[src/rtl/d5m_pattern_gen_if.sv]
// Control and video bus of the D5M-style pattern generator.
// The master modport is the generator side; the slave modport is the controller/sink side.
interface d5m_pattern_gen_if;
  logic        i_start;
  logic        i_stop;
  logic [1:0]  i_pattern;
  logic        o_FVAL;
  logic        o_LVAL;
  logic [11:0] o_D;
  logic [15:0] o_frame_cnt;
  logic        o_busy;

  modport master (
    input  i_start, i_stop, i_pattern,
    output o_FVAL, o_LVAL, o_D, o_frame_cnt, o_busy
  );

  modport slave (
    output i_start, i_stop, i_pattern,
    input  o_FVAL, o_LVAL, o_D, o_frame_cnt, o_busy
  );
endinterface

[src/rtl/d5m_pattern_gen.sv]
// Terasic D5M-style raw Bayer test-pattern source: FVAL/LVAL framing plus bars/gradient/checker.
// Define D5M_GEN_PRBS_EN to make pattern 3 a per-frame-repeatable 12-bit LFSR (otherwise it is zero).
module d5m_pattern_gen #(
  parameter int H_ACT   = 640,
  parameter int V_ACT   = 480,
  parameter int H_BLANK = 160,
  parameter int V_BLANK = 45,
  parameter int FV_PRE  = 4,
  parameter int FV_POST = 4
) (
  input  logic                  i_clk,
  input  logic                  i_rst_n,
  d5m_pattern_gen_if.master     bus
);

  localparam logic [15:0] H_LAST    = 16'(H_ACT - 1);
  localparam logic [15:0] Y_LAST    = 16'(V_ACT - 1);
  localparam logic [15:0] HB_LAST   = 16'(H_BLANK - 1);
  localparam logic [15:0] VB_LAST   = 16'(V_BLANK - 1);
  localparam logic [15:0] PRE_LAST  = 16'(FV_PRE - 1);
  localparam logic [15:0] POST_LAST = 16'(FV_POST - 1);
  localparam int          BAR_W     = (H_ACT >= 8) ? (H_ACT / 8) : 1;

  typedef enum logic [2:0] {
    ST_IDLE,
    ST_VBLANK,
    ST_FV_PRE,
    ST_LINE,
    ST_HBLANK,
    ST_FV_POST
  } state_t;

  state_t      state_q, state_d;
  logic [15:0] cnt_q, cnt_d;
  logic [15:0] y_q, y_d;
  logic [1:0]  pattern_q, pattern_d;
  logic        stop_pend_q, stop_pend_d;
  logic        fval_q, fval_d;
  logic        lval_q, lval_d;
  logic [11:0] data_q, data_d;
  logic [15:0] frame_cnt_q, frame_cnt_d;
  logic        busy_q, busy_d;
  logic [11:0] prbs_pix;

  logic [15:0] bar_idx;
  logic [2:0]  bar_sel;
  logic [2:0]  bar_rgb;
  logic        comp_on;

`ifdef D5M_GEN_PRBS_EN
  localparam logic [11:0] PRBS_SEED = 12'hACE;
  logic [11:0] lfsr_q, lfsr_d;

  assign prbs_pix = lfsr_q;

  // Reseeded on every frame start and stepped once per emitted pixel, so frames repeat exactly.
  always_comb begin
    lfsr_d = lfsr_q;
    if (state_d == ST_FV_PRE && state_q != ST_FV_PRE) begin
      lfsr_d = PRBS_SEED;
    end else if (lval_d) begin
      lfsr_d = {lfsr_q[10:0], lfsr_q[11] ^ lfsr_q[5] ^ lfsr_q[3] ^ lfsr_q[0]};
    end
  end

  always_ff @(posedge i_clk or negedge i_rst_n) begin
    if (!i_rst_n) begin
      lfsr_q <= 12'h000;
    end else begin
      lfsr_q <= lfsr_d;
    end
  end
`else
  assign prbs_pix = 12'h000;
`endif

  // Sequencing: cnt_q counts cycles inside the current state and doubles as x during LINE.
  always_comb begin
    state_d     = state_q;
    cnt_d       = cnt_q + 16'd1;
    y_d         = y_q;
    pattern_d   = pattern_q;
    stop_pend_d = stop_pend_q | (bus.i_stop && (state_q != ST_IDLE));
    frame_cnt_d = frame_cnt_q;

    unique case (state_q)
      ST_IDLE: begin
        cnt_d       = 16'd0;
        stop_pend_d = 1'b0;
        if (bus.i_start) begin
          state_d   = ST_FV_PRE;
          pattern_d = bus.i_pattern;
        end
      end
      ST_FV_PRE: begin
        if (cnt_q == PRE_LAST) begin
          state_d = ST_LINE;
          cnt_d   = 16'd0;
          y_d     = 16'd0;
        end
      end
      ST_LINE: begin
        if (cnt_q == H_LAST) begin
          cnt_d   = 16'd0;
          state_d = (y_q == Y_LAST) ? ST_FV_POST : ST_HBLANK;
        end
      end
      ST_HBLANK: begin
        if (cnt_q == HB_LAST) begin
          state_d = ST_LINE;
          cnt_d   = 16'd0;
          y_d     = y_q + 16'd1;
        end
      end
      ST_FV_POST: begin
        if (cnt_q == POST_LAST) begin
          cnt_d       = 16'd0;
          frame_cnt_d = frame_cnt_q + 16'd1;
          if (stop_pend_q || bus.i_stop) begin
            state_d     = ST_IDLE;
            stop_pend_d = 1'b0;
          end else begin
            state_d = ST_VBLANK;
          end
        end
      end
      ST_VBLANK: begin
        if (cnt_q == VB_LAST) begin
          state_d   = ST_FV_PRE;
          cnt_d     = 16'd0;
          pattern_d = bus.i_pattern;
        end
      end
      default: begin
        state_d = ST_IDLE;
        cnt_d   = 16'd0;
      end
    endcase
  end

  // Output decode works on the next-state values so the registered outputs line up with state_q.
  always_comb begin
    fval_d  = (state_d == ST_FV_PRE) || (state_d == ST_LINE) ||
              (state_d == ST_HBLANK) || (state_d == ST_FV_POST);
    lval_d  = (state_d == ST_LINE);
    busy_d  = (state_d != ST_IDLE);

    bar_idx = cnt_d / 16'(BAR_W);
    bar_sel = (bar_idx > 16'd7) ? 3'd7 : bar_idx[2:0];
    unique case (bar_sel)
      3'd0:    bar_rgb = 3'b111;
      3'd1:    bar_rgb = 3'b110;
      3'd2:    bar_rgb = 3'b011;
      3'd3:    bar_rgb = 3'b010;
      3'd4:    bar_rgb = 3'b101;
      3'd5:    bar_rgb = 3'b100;
      3'd6:    bar_rgb = 3'b001;
      default: bar_rgb = 3'b000;
    endcase

    // Bayer site: R on even row/odd column, B on odd row/even column, G elsewhere.
    if (!y_d[0] && cnt_d[0]) begin
      comp_on = bar_rgb[2];
    end else if (y_d[0] && !cnt_d[0]) begin
      comp_on = bar_rgb[0];
    end else begin
      comp_on = bar_rgb[1];
    end

    data_d = 12'h000;
    if (lval_d) begin
      unique case (pattern_q)
        2'd0:    data_d = comp_on ? 12'hFFF : 12'h000;
        2'd1:    data_d = {cnt_d[9:0], 2'b00};
        2'd2:    data_d = (cnt_d[3] ^ y_d[3]) ? 12'hFFF : 12'h000;
        default: data_d = prbs_pix;
      endcase
    end
  end

  always_ff @(posedge i_clk or negedge i_rst_n) begin
    if (!i_rst_n) begin
      state_q     <= ST_IDLE;
      cnt_q       <= 16'd0;
      y_q         <= 16'd0;
      pattern_q   <= 2'd0;
      stop_pend_q <= 1'b0;
      fval_q      <= 1'b0;
      lval_q      <= 1'b0;
      data_q      <= 12'h000;
      frame_cnt_q <= 16'd0;
      busy_q      <= 1'b0;
    end else begin
      state_q     <= state_d;
      cnt_q       <= cnt_d;
      y_q         <= y_d;
      pattern_q   <= pattern_d;
      stop_pend_q <= stop_pend_d;
      fval_q      <= fval_d;
      lval_q      <= lval_d;
      data_q      <= data_d;
      frame_cnt_q <= frame_cnt_d;
      busy_q      <= busy_d;
    end
  end

  assign bus.o_FVAL      = fval_q;
  assign bus.o_LVAL      = lval_q;
  assign bus.o_D         = data_q;
  assign bus.o_frame_cnt = frame_cnt_q;
  assign bus.o_busy      = busy_q;

endmodule

[src/flat_wrapper.sv]
// flat-port wrapper written by rule: the top's interface ports become plain ports
module d5m_pattern_gen_flat 
#(
  parameter int H_ACT   = 640,
  parameter int V_ACT   = 480,
  parameter int H_BLANK = 160,
  parameter int V_BLANK = 45,
  parameter int FV_PRE  = 4,
  parameter int FV_POST = 4
)
  (i_clk, i_rst_n, bus_i_start, bus_i_stop, bus_i_pattern, bus_o_FVAL, bus_o_LVAL, bus_o_D, bus_o_frame_cnt, bus_o_busy);
  d5m_pattern_gen_if bus_i ();
  input  logic i_clk;
  input  logic i_rst_n;
  input wire logic [$bits(bus_i.i_start)-1:0] bus_i_start;
  input wire logic [$bits(bus_i.i_stop)-1:0] bus_i_stop;
  input wire logic [$bits(bus_i.i_pattern)-1:0] bus_i_pattern;
  output wire logic [$bits(bus_i.o_FVAL)-1:0] bus_o_FVAL;
  output wire logic [$bits(bus_i.o_LVAL)-1:0] bus_o_LVAL;
  output wire logic [$bits(bus_i.o_D)-1:0] bus_o_D;
  output wire logic [$bits(bus_i.o_frame_cnt)-1:0] bus_o_frame_cnt;
  output wire logic [$bits(bus_i.o_busy)-1:0] bus_o_busy;
  assign bus_i.i_start = bus_i_start;
  assign bus_i.i_stop = bus_i_stop;
  assign bus_i.i_pattern = bus_i_pattern;
  assign bus_o_FVAL = bus_i.o_FVAL;
  assign bus_o_LVAL = bus_i.o_LVAL;
  assign bus_o_D = bus_i.o_D;
  assign bus_o_frame_cnt = bus_i.o_frame_cnt;
  assign bus_o_busy = bus_i.o_busy;
  d5m_pattern_gen #(.H_ACT(H_ACT), .V_ACT(V_ACT), .H_BLANK(H_BLANK), .V_BLANK(V_BLANK), .FV_PRE(FV_PRE), .FV_POST(FV_POST)) u_core (.i_clk(i_clk), .i_rst_n(i_rst_n), .bus(bus_i));
endmodule
[config.mk]
export PLATFORM = sky130hd
export DESIGN_NAME = d5m_pattern_gen_flat
export DESIGN_NICKNAME = d
export VERILOG_FILES = /design/src/rtl/d5m_pattern_gen_if.sv /design/src/rtl/d5m_pattern_gen.sv /design/src/flat_wrapper.sv
export SDC_FILE = /design/constraint.sdc
export NUM_CORES = 1
export LEC_CHECK = 0
export CELL_PAD_IN_SITES_DETAIL_PLACEMENT = 1
export CELL_PAD_IN_SITES_GLOBAL_PLACEMENT = 1
export CORE_AREA = 2 2 132 83
export CTS_CLUSTER_DIAMETER = 100
export DETAILED_ROUTE_END_ITERATION = 10
export DIE_AREA = 0 0 134 85
export DONT_BUFFER_PORTS = 1
export HOLD_SLACK_MARGIN = 0.03
export PLACE_DENSITY = 0.77
export SLEW_MARGIN = 10
export SYNTH_ARGS = -nofsm -noshare
export SYNTH_HDL_FRONTEND = slang
export SYNTH_SLANG_ARGS = --single-unit
[constraint.sdc]
create_clock -name i_clk -period 12.9 [get_ports i_clk]
set_input_delay 1.29 -clock i_clk [delete_from_list [all_inputs] [get_ports i_clk]]
set_output_delay 1.29 -clock i_clk [all_outputs]
set_load 0.05 [all_outputs]
==> flow_summary.ini <==
[outcome]
status = complete, no violations

[drt]
remaining_drc_errors = 0
wl_per_cell_um = 20.03
drtAntennaViolNets = 0
viasPerCell = 6.307
num_vias = 3961
firstDrtPassIters = 5
drt_iter0_markers = 377
drt_wl_total_mm = 12.58

[logic_synthesis]
ys_ff_latch = 68
ys_async_sr_fraction_pct = 100.0
ys.flop_type = dfrtp_1
yosys.area.top_type = dfrtp_1
ys_seq_area_share_pct = 38.21
synth_nets = 514
netlist_top_cells_count = dfrtp_1 (68), nor2_1 (47), nand2_1 (41)
yosys_warnings = 0
synth-edff-count = 0
synthTopCellsByArea = dfrtp_1 (38%), xor2_1 (4.7%), xnor2_1 (4.1%)
yosysMostFrequentCell = dfrtp_1
synth.distinct_cells = 75
netlist_area_um2 = 4453
syn_area_per_cell_um2 = 8.835
yosysTopAreaCellShare_pct = 38.21
syn_inst = 504

[power]
netSwitchingFraction_pct = 19.94
power_switching_uw = 96.97
power_density_nw_per_um2 = 101.8
combPwrFrac_pct = 0
peakVddDrop_mv = 0.07139
power.leakage_nw = 1.928
power_uw = 486.4
seq_power_share_pct = 43.9
p_int_uw = 389.4
p_clk_share_pct = 56.1

[global_routing]
antenna_found_initial = 0
met3_usage_pct = 6.213
grt_first_pass_wirelength_mm = 20.54
gr-usage-all-layers_pct = 23.02
grt_max_degree = 69
grt_pass1_vias = 3834
met1_usage_pct = 35.17
grt_use_met2_pct = 31.79
grt-ovfl-total = 0
grt-busiest-layer = met1

[critical_path]
critPathCaptureType = flop
required_ns = 13.15
cp_num_buf_inv = 0
critPathKind = flop to flop
path_delay_family = compound AO/OA/AOI/OAI gates
cp_slowest_cell = o41a_1
slowest_delay_ns = 0.66
worstSetupStartpointType = flop
crit_chain = ha_1, nand4_1, nor4_1, xnor2_1, nor2_1, o21ai_0, o21a_1, nand2_1, o31ai_1, a2111o_1, nor3b_1, a2111oi_0, o32a_1, o41a_1, o21ai_1
critPathArrivalTime_ns = 5.92
cp_max_fo = 13

[die]
core_region_area_um2 = 10200
die_x_um = 134
start_util_pct = 43.67
die_h_um = 85
die_area_um2 = 11390
fp-row-count = 29
num_io_pins = 37

[clock_tree]
cts_inserted_buffers = 9
insertion_delay_ns = 0.34
post-cts-setup-buffer-count = 0
cts-hold-fix-buffers = 0
cts_resized = 0
htreeDepth = 3
tritoncts = built
cts_root_buf = clkbuf_16
clock_path_buffers = 2
clk_pin_slew_ns = 0.05
cts_sinks = 68

[final_layout]
drive_gt1_share_pct = 9.816
multi_input_area_um2 = 2505
final_nets = 494
fillers = 1178
ff_latch_area_um2 = 1702
diodes = 0
syn_to_final_growth_pct = 7.305

[timing]
whs_ns = 0.5113
tns_ns = 0
max_freq_mhz = 176.4
fin_crit_sh_pct = 43.94
fin_crit_ns = 5.668
drv_slew = 0
worst_pin_slew_ns = 1.120
setup-violations-final = 0
grt_setup_unrepaired = false
finClkSkew_ns = 0.008727
slew-limit-headroom_pct = 25.16
hold_viol = 0

[placed_design]
port_buffers = 0
routabilityCongestion = 0.9239
dp_hpwl_mm = 9.127

[flow_run]
drv_cap = 0

[min_path]
holdCritPathClass = flop to flop
## final cells by class
cell class | count | area share [%]
flip-flops and latches | 68 | 35.61
inverters | 17 | 1.335
well taps | 139 | 3.640
multi-input cells | 388 | 52.42
clock buffers | 10 | 5.001
clock inverters | 6 | 1.990
## per-layer routing
metal / vias up / wire length (um) / share of wire [%]
met5: - / 0 / 0
met4: 0 / 144 / 1.1
met3: 15 / 733 / 5.8
met2: 119 / 5163 / 41
met1: 2020 / 6536 / 52
li1: 1807 / - / -
## kinds of logic (layout without fill, tap and decap cells)
kind of cell / count (synthesis) / in the layout / share of synthesized area, %
fa+ha+maj: 6 / 6 / 1.574
compound gates: 120 / 120 / 19.16
flops: 68 / 68 / 38.21
buf+inv: 48 / 33 / 5.535
xor+xnor: 45 / 45 / 8.851
mux: 7 / 7 / 1.686
simple gates: 210 / 210 / 24.98
## through the flow
step | cells | instance area [um^2] | util (%) | setup WS [ns]
finish | 628 | 4778 | 46.86 | 7.232
global route | 628 | 4778 | 46.86 | 6.794
CTS | 628 | 4778 | 46.86 | 7.344
detailed placement | 612 | 4444 | 43.59 | 7.384
global placement | 612 | 4444 | 43.59 | 7.630
floorplan | 504 | 4453 | - | 8.429
## worst min-delay path: cells and delay by family, from the launching register on
kind	cells	cell delay, ns
flip-flops	1	0.32
AND/OR/NAND/NOR	1	0.05
AO/OA/AOI/OAI	1	0.10
## cells in the final DEF, fill, tap and decap left out, types with 5 or more instances in the layout
cell / netlist / final
a21oi_1: 26 / 26
clkbuf_16: 0 / 9
nand3_1: 25 / 25
inv_1: 16 / 16
nand4_1: 22 / 22
dfrtp_1: 68 / 68
o21ai_0: 16 / 16
nor4_1: 9 / 9
nand2_1: 41 / 41
and3_1: 13 / 13
o21ai_2: 9 / 9
o31ai_1: 5 / 5
a31oi_1: 5 / 5
nor3_1: 15 / 15
or2_2: 6 / 6
xnor2_1: 21 / 21
o211ai_1: 11 / 11
nor2_1: 47 / 47
xor2_1: 24 / 24
## registers in the layout, indices dropped and copies added (netlist names)
signal,cells
u_core.state_q,3
u_core.cnt_q,16
u_core.stop_pend_q,1
u_core.bus.o_busy,1
u_core.bus.o_LVAL,1
u_core.bus.o_FVAL,1
u_core.bus.o_D,11
u_core.bus.o_frame_cnt,16
u_core.y_q,16
u_core.pattern_q,2
## power by group through the flow
stage / logic (mW) / clock network (mW) / registers [mW]
CTS: 0.00000777 / 0.278 / 0.213
global route: 0.00000778 / 0.286 / 0.213
detailed placement: 0.00000777 / 0 / 0.217
finish: 0.00000777 / 0.273 / 0.213
global placement: 0.00000777 / 0 / 0.217
floorplan: 0.00000788 / 0 / 0.217
## worst paths after layout
path	startpoint	to	slack, ns	depth (start not counted)
worst max-delay path	u_core.cnt_q[0]	u_core.bus.o_D[11]	7.23	15
worst min-delay path	u_core.stop_pend_q	u_core.stop_pend_q	0.51	2
worst max register to register	u_core.cnt_q[0]	u_core.bus.o_D[11]	7.23	15
worst min register to register	u_core.stop_pend_q	u_core.stop_pend_q	0.51	2
max in group asynchronous	i_rst_n	u_core.bus.o_D[7]	12.13	0
min in group asynchronous	i_rst_n	u_core.cnt_q[14]	0.64	0
No activity file was read; power rests on OpenSTA's default activity.
==> RTL edit: new RTL, same flow settings <==
Add a define of `D5M_GEN_PRBS_EN`.
--- a/src/rtl/d5m_pattern_gen.sv
+++ b/src/rtl/d5m_pattern_gen.sv
@@ -2,2 +2,4 @@
 // Define D5M_GEN_PRBS_EN to make pattern 3 a per-frame-repeatable 12-bit LFSR (otherwise it is zero).
+`define D5M_GEN_PRBS_EN
+
 module d5m_pattern_gen #(
Function: changed (Yosys sat finds a counterexample within 10 cycles, from zero or initial values and one cycle with i_rst_n low).
==> RTL edit against the original RTL <==
Area after synthesis increased by 16%; routed wire length up 14%; final cell count is 14% higher; sequential cell count up 13; design area up 15%; clock skew down 0.0032 ns; sequential share of layout area is 1.3 points higher; worst setup slack lost 0.061 ns.
Power is not compared: it rests on default switching activity, and its combinational part moved more than twofold at a synthesized area within 25%.
==> RTL edit: results <==
[run_status]
status = completed

[sta]
finalCritPeriodShare_pct = 44.4
worst_slew_pin_slew_ns = 1.21
finClkSkew_ns = 0.00553
timing.hold.ws_ns = 0.500

[cells_and_area]
nets = 582
post-route-util_pct = 53.8
multiInputGateArea_sq_mm = 0.00292
instances_no_fill = 716
seq_cell_count = 81
clock_buffers = 9
fill_cells = 1192
clock_cell_area_share_pct = 5.54

[logic_synthesis]
synth_adder_area_share_pct = 0.971
muxShareOfSynthArea_pct = 2.89
synth_compound_area_share_pct = 17.5
post-synth-top-count-cell = nand2_1
netlist_top_cells_area = dfrtp_1 39%, nand2_1 6.2%, xnor2_1 3.9%
netlist_instances = 596

[placement]
place_ws_ns = 7.29
dp.cells = 700
place_congestion = 0.882
dp_hpwl_microns = 10400

[grt]
grt_pass1_vias = 4414

[critical_path]
arrival_ns = 5.91

[detailed_routing]
avgRoutedWirePerCell_microns = 20.0
RTL edit: cell types whose count changed after synthesis, sizes merged, moves of 5 or more:
cell    unedited run  this run
a21oi             27        11
nand2b             2         8
o21ai             27        43
nor3              16        10
nand3             26        37
or3                2         8
nand2             41        87
and3              16        11
clkbuf            16        21
dfrtp             68        81
RTL edit: how the worst min path moves through the flow:
stage / startpoint / endpoint
4_1_cts: u_core.lfsr_q[7] / u_core.lfsr_q[8]
5_1_grt: u_core.lfsr_q[4] / u_core.lfsr_q[5]
6_report: u_core.lfsr_q[7] / u_core.lfsr_q[8]
3_3_place_gp: u_core.lfsr_q[7] / u_core.lfsr_q[8]
3_5_place_dp: u_core.lfsr_q[7] / u_core.lfsr_q[8]
2_1_floorplan: u_core.lfsr_q[4] / u_core.lfsr_q[5]
RTL edit: report_power, final:
| part | total, uW | internal, uW | switching (uW) |
|---|---|---|---|
| registers | 317 | 278 | 39.2 |
| clock network | 260 | 152 | 108 |
| logic | 40.8 | 19.5 | 21.3 |
RTL edit: critical path: stages (launching register included):
cell and delay [ns]:
dfrtp_1 0.58, nand4_4 0.20, nor4_4 0.65, mux2i_1 0.61, nor2_1 0.12, o21ai_1 0.43, nand2_2 0.30, and3_1 0.26
o311a_1 0.34, o22a_1 0.37, or3_1 0.41, a21oi_1 0.16, a211oi_1 0.07, o41a_1 0.41, a22oi_2 0.46, o211ai_1 0.20
RTL edit: per-layer routing:
layer  global-route usage [%]  wire [microns]  up-vias
met5                        0               0        -
met4                     5.90             121        0
met3                     7.11             892        9
met2                     37.4            6000      113
met1                     41.3            7300     2277
li1                         -               -     2114
